## config.mk

```make
export PLATFORM = sky130hd
export DESIGN_NAME = bus_fabric
export DESIGN_NICKNAME = d
export VERILOG_FILES = /design/src/rtl/bus_fabric.sv
export SDC_FILE = /design/constraint.sdc
export NUM_CORES = 1
export LEC_CHECK = 0
export ABC_AREA = 1
export BUFFER_PORTS_ARGS = -buffer_cell sky130_fd_sc_hd__buf_4
export CAP_MARGIN = 10
export CELL_PAD_IN_SITES_DETAIL_PLACEMENT = 1
export CELL_PAD_IN_SITES_GLOBAL_PLACEMENT = 2
export CORE_UTILIZATION = 24
export CTS_CLUSTER_SIZE = 40
export DETAILED_ROUTE_END_ITERATION = 10
export PLACE_DENSITY = 0.87
export SYNTH_ARGS = -nofsm -noshare
export SYNTH_HDL_FRONTEND = slang
export SYNTH_SLANG_ARGS = --single-unit
```

## constraint.sdc

```tcl
create_clock -name clk -period 1.4 [get_ports clk]
set_input_delay 0.21 -clock clk [delete_from_list [all_inputs] [get_ports clk]]
set_output_delay 0.21 -clock clk [all_outputs]
set_load 0.01 [all_outputs]
```

## src/rtl/bus_fabric.sv

```systemverilog
// bus_fabric: single-master address decoder routing accesses to NUM_REGIONS slave regions with per-region wait states and unmapped-access error tracking
module bus_fabric #(
  parameter int NUM_REGIONS = 2,
  parameter int ADDR_W = 16,
  parameter int DATA_W = 8,
  parameter logic [NUM_REGIONS*ADDR_W-1:0] REGION_BASE = {16'h1000, 16'h0000},
  parameter logic [NUM_REGIONS*ADDR_W-1:0] REGION_LIMIT = {16'h10FF, 16'h07FF},
  parameter logic [NUM_REGIONS*4-1:0] REGION_WAIT = {4'd0, 4'd0}
) (
  input  logic                          clk,
  input  logic                          rst_n,
  input  logic [ADDR_W-1:0]             m_addr,
  input  logic [DATA_W-1:0]             m_wdata,
  input  logic                          m_we,
  input  logic                          m_re,
  output logic [DATA_W-1:0]             m_rdata,
  output logic                          m_ready,
  output logic                          m_err,
  output logic [ADDR_W-1:0]             s_addr,
  output logic [DATA_W-1:0]             s_wdata,
  output logic [NUM_REGIONS-1:0]        s_we,
  output logic [NUM_REGIONS-1:0]        s_re,
  input  logic [NUM_REGIONS*DATA_W-1:0] s_rdata,
  output logic [7:0]                    err_count,
  output logic [ADDR_W-1:0]             err_addr
);
  localparam int IDX_W = NUM_REGIONS > 1 ? $clog2(NUM_REGIONS) : 1;
  localparam logic [1:0] IDLE = 2'd0;
  localparam logic [1:0] WAIT = 2'd1;
  localparam logic [1:0] RESP = 2'd2;
  logic [1:0] state_q, state_d;
  logic [3:0] cnt_q, cnt_d;
  logic [IDX_W-1:0] idx_q, idx_d;
  logic hit_q, hit_d, rd_q, rd_d;
  logic [7:0] err_count_q, err_count_d;
  logic [ADDR_W-1:0] err_addr_q, err_addr_d;
  logic hit;
  logic [IDX_W-1:0] idx;
  logic [ADDR_W-1:0] base;
  logic [3:0] wait_v;
  logic req, start;
  logic [NUM_REGIONS-1:0] sel;
  // descending scan so the lowest matching index is assigned last and wins
  always_comb begin
    hit = 1'b0;
    idx = '0;
    base = '0;
    wait_v = 4'd0;
    for (int i = NUM_REGIONS - 1; i >= 0; i--)
      if (m_addr >= REGION_BASE[i*ADDR_W +: ADDR_W] && m_addr <= REGION_LIMIT[i*ADDR_W +: ADDR_W]) begin
        hit = 1'b1;
        idx = IDX_W'(i);
        base = REGION_BASE[i*ADDR_W +: ADDR_W];
        wait_v = REGION_WAIT[i*4 +: 4];
      end
  end
  assign req = m_we | m_re;
  assign start = rst_n && state_q == IDLE && req;
  assign sel = NUM_REGIONS'(1) << idx;
  assign s_we = (start && hit && m_we) ? sel : '0;
  assign s_re = (start && hit && !m_we) ? sel : '0;
  assign s_addr = hit ? m_addr - base : m_addr;
  assign s_wdata = m_wdata;
  assign m_ready = state_q == RESP;
  assign m_err = m_ready && !hit_q;
  assign m_rdata = (m_ready && hit_q && rd_q) ? s_rdata[int'(idx_q)*DATA_W +: DATA_W] : '0;
  assign err_count = err_count_q;
  assign err_addr = err_addr_q;
  always_comb begin
    state_d = state_q;
    cnt_d = cnt_q;
    idx_d = idx_q;
    hit_d = hit_q;
    rd_d = rd_q;
    case (state_q)
      IDLE: if (req) begin
        idx_d = idx;
        hit_d = hit;
        rd_d = !m_we;
        cnt_d = hit ? wait_v : 4'd0;
        state_d = (hit && wait_v != 4'd0) ? WAIT : RESP;
      end
      WAIT: begin
        cnt_d = cnt_q - 4'd1;
        state_d = cnt_q == 4'd1 ? RESP : WAIT;
      end
      default: state_d = IDLE;
    endcase
    err_count_d = (start && !hit && err_count_q != 8'hFF) ? err_count_q + 8'd1 : err_count_q;
    err_addr_d = (start && !hit) ? m_addr : err_addr_q;
  end
  always_ff @(posedge clk or negedge rst_n)
    if (!rst_n) begin
      state_q <= IDLE;
      cnt_q <= 4'd0;
      idx_q <= '0;
      hit_q <= 1'b0;
      rd_q <= 1'b0;
      err_count_q <= 8'd0;
      err_addr_q <= '0;
    end else begin
      state_q <= state_d;
      cnt_q <= cnt_d;
      idx_q <= idx_d;
      hit_q <= hit_d;
      rd_q <= rd_d;
      err_count_q <= err_count_d;
      err_addr_q <= err_addr_d;
    end
endmodule

```

# Word-level counts from Yosys, hierarchy flattened
# Cells that the tools add are included.
[classes]
add_sub_neg = 3
n_lt_le_gt_ge = 4
n_reduce_logical = 19
n_bitwise = 1
eq_ne = 5
muxes = 14
shift = 2
[ops]
columns = ["op", "n"]
rows = [
  ["$mux 16", 2],
  ["$ge 16x1->1 const B", 1],
  ["$ge 16x13->1 const B", 1],
  ["$le 16x11->1 const B", 1],
  ["$le 16x13->1 const B", 1],
  ["$shiftx 16x5->8", 1],
  ["$sub 16x16->16", 1],
  ["$mux 13", 1],
  ["$logic_and 1x1->1", 12],
  ["$add 8x1->8 const B", 1],
  ["$mux 2", 4],
  ["$mux 8", 1],
  ["$ne 8x8->1 const B", 1],
  ["$pmux 4 s2", 1],
  ["$eq 4x1->1 const B", 1],
  ["$mux 4", 1],
  ["$pmux 2 s2", 1],
  ["$reduce_and 2->1", 2],
  ["$sub 4x1->4 const B", 1],
  ["$logic_not 1->1", 3],
  ["$mux 1", 3],
  ["$eq 2x1->1 const B", 1],
  ["$eq 2x2->1 const B", 1],
  ["$logic_not 2->1", 1],
  ["other kinds (4)", 4],
]
[word_totals]
in_bits = 44
ff_bits = 33
elab_cells = 55
output_inout_bits = 62

# Logic depth before layout (Yosys ltp)
# Gate-level depths: netlist (run 1).
[logic_depth]
word_depth = 7
mapped_depth = 9
ltp_nobuf = 9

# Least setup slack after synthesis (run 1)
# OpenSTA, ideal clock, no wires.
[synth_path]
path_type = "input -> output"
from = "input port m_addr[14]"
to = "output port s_addr[13]"
stages = 8
setup_slack_ns = -0.130
arrival_time_ns = 1.320
required_ns = 1.190
n_path_buf = 0
path_cell_list = "inv_1 > nand2_1 > nor2_1 > nand2_2 > inv_1 > ha_1 > ha_1 > o21ai_0"
[synth_via]
elab_chain_cells = 6
elab_cells_between_ends = 12
classes_between = "add/sub (1); order compare (4); mux (5); reduce/logical (2)"
[synth_lines]
columns = ["element", "line", "text"]
rows = [
  ["start: declaration", "12", "input logic [ADDR_W-1:0] m_addr,"],
  ["$ge 16x13->1 / $le 16x13->1 (equally long branches)", "50", "if (m_addr >= REGION_BASE[i*ADDR_W +: ADDR_W] && m_addr <= REGION_LIMIT[i*ADDR_W +: ADDR_W]) begin"],
  ["$logic_and 1x1->1", "50", ""],
  ["$mux 13", "50", ""],
  ["$mux 16", "50", ""],
  ["$sub 16x16->16", "62", "assign s_addr = hit ? m_addr - base : m_addr;"],
  ["$mux 16 *", "62", ""],
  ["end: declaration", "19", "output logic [ADDR_W-1:0] s_addr,"],
]
# Mark *: on every way between the ends. The rest lies on a longest branch, timed or not.

# Worst setup path in the final report (run 1)
[layout_path]
from = "register state_q[0]"
to = "output port s_re[0]"
[layout_via]
elab_chain_cells = 6
[layout_lines]
columns = ["element", "line", "text"]
rows = [
  ["start: declaration", "31", "logic [1:0] state_q, state_d;"],
  ["start signal: assignment", "102", "state_q <= state_d;"],
  ["$logic_not 2->1", "58", "assign start = rst_n && state_q == IDLE && req;"],
  ["$logic_and 1x1->1 (2 in a row)", "58", ""],
  ["$logic_and 1x1->1 (2 in a row)", "61", "assign s_re = (start && hit && !m_we) ? sel : '0;"],
  ["$mux 2", "61", ""],
  ["end: declaration", "22", "output logic [NUM_REGIONS-1:0] s_re,"],
]
# Every way passes these cells.

==> flow_summary.toml, run 1 <==
[floorplanning]
die_height_um = 93.5
die-width_um = 93.5
design.core.area_um2 = 8180
start_util = 0.246
rows = 33
io_pins = 106
die_area_um2 = 8750

[synthesis]
synth_nets = 304
syn_avg_cell_area_um2 = 7.89
synth_cells = 255
ys_ff_latch = 33
netlist_area_um2 = 2010
synth_cell_types = 25
synth_top_area_share = 0.411
synth_warnings = 0
yosysTopAreaCell = "dfrtp_1"
synthTopCellsByArea = "dfrtp_1 (41%), nand2_1 (15%), buf_4 (7.5%)"
synth_seq_area_share = 0.411

[worst_setup_path]
path_class = "register to primary output"
crit_chain = "nor2_4 > nand2_4 > nor2_8 > nand4_1 > inv_1 > buf_6"
ff2ff_path_depth = 8
cp_slowest_cell = "dfrtp_2"
start_kind = "register"
r2r_start = "state_q[0]"
critPathCaptureType = "primary output"
cp_slowest_stage_delay_ns = 0.45
r2r_setup_slack_ns = -0.18
crit_cells = 6
regToRegEndpoint = "err_count[1]"
cp_top_family = "simple AND/OR/NAND/NOR gates"
crit_buf_inv = 2
cp.arrival_ns = 1.44
required_ns = 1.19
cp_max_fo = 5

[clocking]
cts_buffers = 5
numClockSinks = 33
clock_path_buffers = 2
cts_tree = "done"
htreeDepth = 2
clockRootBuffer = "clkbuf_8"
path_clk_slew_ns = 0.07
clock_latency_ns = 0.29

[final_layout]
finalNetCount = 419
area_growth_pct = 68.7
layout_commonest_cell = "buf_4"
post-route-util = 0.415
n_antenna_cell = 0
most-common-layout-cells = "buf_4 (109), nand2_1 (71), dfrtp_1 (32)"
layout-drive-gt1-share = 0.563

[drt]
wirelength_mm = 6.31
antenna_left = 0
detail_route.wl_per_cell_um = 13.3
initialDrtViolationCount = 44
route.vias.total = 2054
firstDrtPassIters = 4
viasPerCell = 4.32
drcViolationCount = 0

[global_route]
overflow = 0
grt_usage = 0.141
antenna_found_initial = 0
grt_pass1_wl_mm = 9.62
grt_pass1_vias = 2121
grt_max_degree = 34

[timing]
worst_slack_ns = -0.251
worst_pin_slew_ns = 0.615
setup_viol = 39
hold_ws_ns = 0.174
max_freq_mhz = 606
fin_setup_tns_ns = -5.88
clock_skew_ns = 0.00670
period_share = 1.18
rsz0062_at_grt = "yes"
finalCriticalPeriod_ns = 1.65
slew_viol_final = 0
hold_violations = 0
slew_headroom = 0.587

[power]
power.density_nw_per_um2 = 999
ir_worst_vdd_mv = 0.533
leakagePower_uw = 0.00173

[run]
maxCapViolCount = 0

[place]
gp_congestion = 0.715
portBuffers = 89
dp_slack_ns = -0.226
dpl.hpwl_mm = 4.62

[status]
violations = "negative setup slack"
status = "finished, violations left"

[worst_hold_path]
holdPathStages = 3
hold_start = "m_addr[2]"
min_to = "err_addr[2]"
hold_path.class = "input port to register"
==> stage by stage <==
stage / instances / power (uW) / cell area [um^2]
after CTS: 472 / 3390 / 3200
after floorplan: 255 / 1770 / 2010
final: 476 / 3390 / 3390
after global routing: 476 / 3590 / 3390
after detailed placement: 453 / 2360 / 2870
after global placement: 453 / 2320 / 2870
==> metal layers <==
metal / vias to the layer above / GRT usage / part of all wire
met4: 0 / 0.0654 / 0.015
met5: - / 0 / 0
met3: 9 / 0.0268 / 0.061
met2: 59 / 0.257 / 0.53
li1: 1008 / - / -
met1: 978 / 0.156 / 0.39
==> worst max path at each step <==
stage	start	endpoint	slack, ns
4_1_cts	state_q[1]	s_re[1]	-0.23
3_3_place_gp	m_addr[10]	s_addr[13]	-0.21
3_5_place_dp	m_addr[10]	s_addr[13]	-0.23
5_1_grt	state_q[0]	s_we[1]	-0.30
6_report	state_q[0]	s_re[0]	-0.25
2_1_floorplan	m_addr[10]	s_addr[13]	0.003
==> kinds of logic (layout without fill, tap and decap cells) <==
kind of cell             Yosys count  in the layout  synth area share
buffers and inverters             58            174             0.157
XOR/XNOR                           4              4            0.0174
adder cells (fa/ha/maj)            5              5            0.0311
AO/OA/AOI/OAI                     37             37             0.123
flip-flops                        33             33             0.411
AND/OR/NAND/NOR                  118            118             0.261
==> registers in the layout (all words and copies together) (netlist names) <==
| signal | count |
|---|---|
| rd_q | 1 |
| err_count | 8 |
| err_addr | 16 |
| idx_q | 1 |
| hit_q | 1 |
| state_q | 2 |
| cnt_q | 4 |
==> cell type report <==
cell class | count | area [um^2]
fillers | 1009 | 4780
repair buffers | 132 | 1110
multi-input cells | 164 | 1060
flip-flops and latches | 33 | 827
inverters | 34 | 140
well taps | 105 | 131
clock buffers | 7 | 86.3
clock inverters | 1 | 30.0
==> cells in the mapped netlist <==
cell type  count
xor2_1         2
nor3_1         1
buf_6          3
nand3_1       10
ha_1           5
nor2_2         2
inv_1         31
nor2_1        14
nand2_1       80
nand3_4        1
nand4_1        4
dfrtp_1       33
a21oi_1       11
nand4_2        1
o21ai_1        3
o22ai_1        1
nor2_4         1
o21ai_0        6
nand2_2        3
xnor2_1        2
inv_2          3
buf_4         20
nor2_8         1
clkbuf_1       1
o21ai_2       16
==> worst min-delay path, stage by stage <==
cell and delay (ns):
buf_4 0.11, inv_1 0.06, o21ai_2 0.05
==> what timing repair did <==
item | 4_1_cts | 5_1_grt
hold buffers | 1 | 0
endpoints found under the setup margin | 25 | 42
resized for setup | 35 | 45
pin swaps | 18 | 26
hold endpoints to repair | 33 | 0
buffers inserted | 11 | 5
cloned | 0 | 0
==> power by group <==
part | total (uW) | switching, uW | internal, uW | leakage (uW)
logic | 1190 | 561 | 630 | 0.00124
registers | 1250 | 128 | 1120 | 0.000425
clock network | 951 | 371 | 581 | 0.0000585
total | 3390 | 1060 | 2330 | 0.00173
No activity file was read; power rests on OpenSTA's default activity.
==> run 2: changes to the inputs <==
==> constraint.sdc (replaced) <==
create_clock -name clk -period 1.4 [get_ports clk]
set_input_delay 0.28 -clock clk [delete_from_list [all_inputs] [get_ports clk]]
set_output_delay 0.28 -clock clk [all_outputs]
set_load 0.01 [all_outputs]
==> flow_summary.toml, run 2 (synthesized netlist as in run 1, its figures left out) <==
[global_route]
grt_pass1_vias = 2124
overflow = 0
grt_pass1_wl_mm = 10.1
antenna_found_initial = 0
grt_usage = 0.147
grt_max_degree = 34

[place]
dpl.hpwl_mm = 4.57
gp_congestion = 0.761
portBuffers = 89

[floorplanning]
io_pins = 106
design.core.area_um2 = 8180
rows = 33
die-width_um = 93.5
die_height_um = 93.5
die_area_um2 = 8750
start_util = 0.246

[power]
clkPwrFrac = 0.245
switching_share = 0.329
power_uw = 3320
p_int_uw = 2230
ir_worst_vdd_mv = 0.464
leakagePower_uw = 0.00176
switchingPower_uw = 1090
p_seq_frac = 0.381
pwr-share-comb = 0.374
power.density_nw_per_um2 = 945

[timing]
slew_headroom = 0.621
worst_slack_ns = -0.310
period_share = 1.22
clock_skew_ns = 0.00319
worst_pin_slew_ns = 0.565
fin_setup_tns_ns = -8.91
slew_viol_final = 0
rsz0062_at_grt = "yes"
max_freq_mhz = 585
hold_violations = 0
finalCriticalPeriod_ns = 1.71
setup_viol = 40

[drt]
antenna_left = 0
top_layer = "met4"
initialDrtViolationCount = 39
wl_met1_mm = 2.41
firstDrtPassIters = 4
wl_met3_um = 372
drcViolationCount = 0
route.vias.total = 2058
wirelength_mm = 6.36
routed-wl-met2_mm = 3.51
detail_route.wl_per_cell_um = 13.4
viasPerCell = 4.34

[status]
violations = "negative setup slack"
status = "finished, violations left"

[final_layout]
multi_input_area_um2 = 1150
largest_register_ffs = 16
layout-drive-gt1-share = 0.602
regArea_um2 = 828
finalNetCount = 417
n_antenna_cell = 0
fill_cells = 962
most-common-layout-cells = "buf_4 (105), nand2_1 (57), dfrtp_1 (31)"
layout_commonest_cell = "buf_4"
area_growth_pct = 74.7

[run]
maxCapViolCount = 0

[worst_setup_path]
r2r_start = "state_q[0]"
cp.arrival_ns = 1.43
required_ns = 1.12
cp_max_fo = 5
regToRegEndpoint = "err_addr[15]"
ff2ff_path_depth = 10
start_kind = "register"
critPathCaptureType = "primary output"
r2r_setup_slack_ns = -0.25
path_class = "register to primary output"

[clocking]
clock_path_buffers = 2
cts_tree = "done"
path_clk_slew_ns = 0.07
clock_latency_ns = 0.28
cts_buffers = 5
numClockSinks = 33
clockRootBuffer = "clkbuf_8"
htreeDepth = 2

[worst_hold_path]
hold_path.class = "input port to async pin"
[run 2: cell count changes in the layout (fill, tap and decap cells not counted), sizes merged]
cell and change:
buf -2, bufinv -1, clkbuf +1, clkinv +3
dlygate4sd3 -1, inv -2
[run 2: worst max-delay path by stage]
stage | end | start | depth (start not counted) | slack (ns)
2_1_floorplan | s_addr[13] | m_addr[14] | 8 | 0.0005
3_3_place_gp | s_addr[13] | m_addr[9] | 10 | -0.23
3_5_place_dp | s_addr[13] | m_addr[9] | 10 | -0.26
4_1_cts | s_re[1] | state_q[1] | 6 | -0.34
5_1_grt | s_re[0] | state_q[0] | 6 | -0.37
6_report | s_re[0] | state_q[0] | 6 | -0.31
[run 2: area by class of cell]
class,instances,area share
timing repair buffer,130,0.320
sequential,33,0.236
tap,105,0.0374
clock buffer,7,0.0274
inverter,34,0.0495
multi-input combinational,164,0.328
clock inverter,1,0.00143
[run 2: critical path, cell delays in order, from the launching register on]
cell and delay [ns]:
dfrtp_2 0.46, nor2_4 0.15, nand2_4 0.07, nor2_8 0.12, nand4_1 0.14, inv_1 0.10, buf_6 0.10
[run 2: routing by layer]
| layer | vias up | track usage |
|---|---|---|
| met5 | - | 0 |
| met4 | 0 | 0.0474 |
| met2 | 55 | 0.275 |
| met3 | 4 | 0.0268 |
| li1 | 1007 | - |
| met1 | 992 | 0.168 |
[run 2: through the flow]
step                      worst slack (ns)  hold WS, ns  utilization  area, um^2  cells
after floorplan                   0.000539      -0.0156            -        2130    255
after global placement              -0.226        0.375        0.362        2960    453
after detailed placement            -0.256        0.383        0.362        2960    453
after CTS                           -0.337       0.0729        0.399        3270    469
after global routing                -0.368        0.108        0.430        3510    474
final                               -0.310       0.0715        0.430        3510    474
[run 2: power by group through the flow]
stage	logic (uW)	registers, uW	clock network [uW]
global placement	1090	1250	0
CTS	1180	1250	833
detailed placement	1110	1260	0
finish	1240	1260	815
floorplan	449	1340	0
global route	1360	1290	875
[run 2: timing repair]
item	CTS	global route
gates resized for setup	34	53
endpoints found under the hold margin	0	0
hold buffers	0	0
buffers inserted	8	4
endpoints found under the setup margin	24	44
pin swaps	23	25
gates cloned	0	1
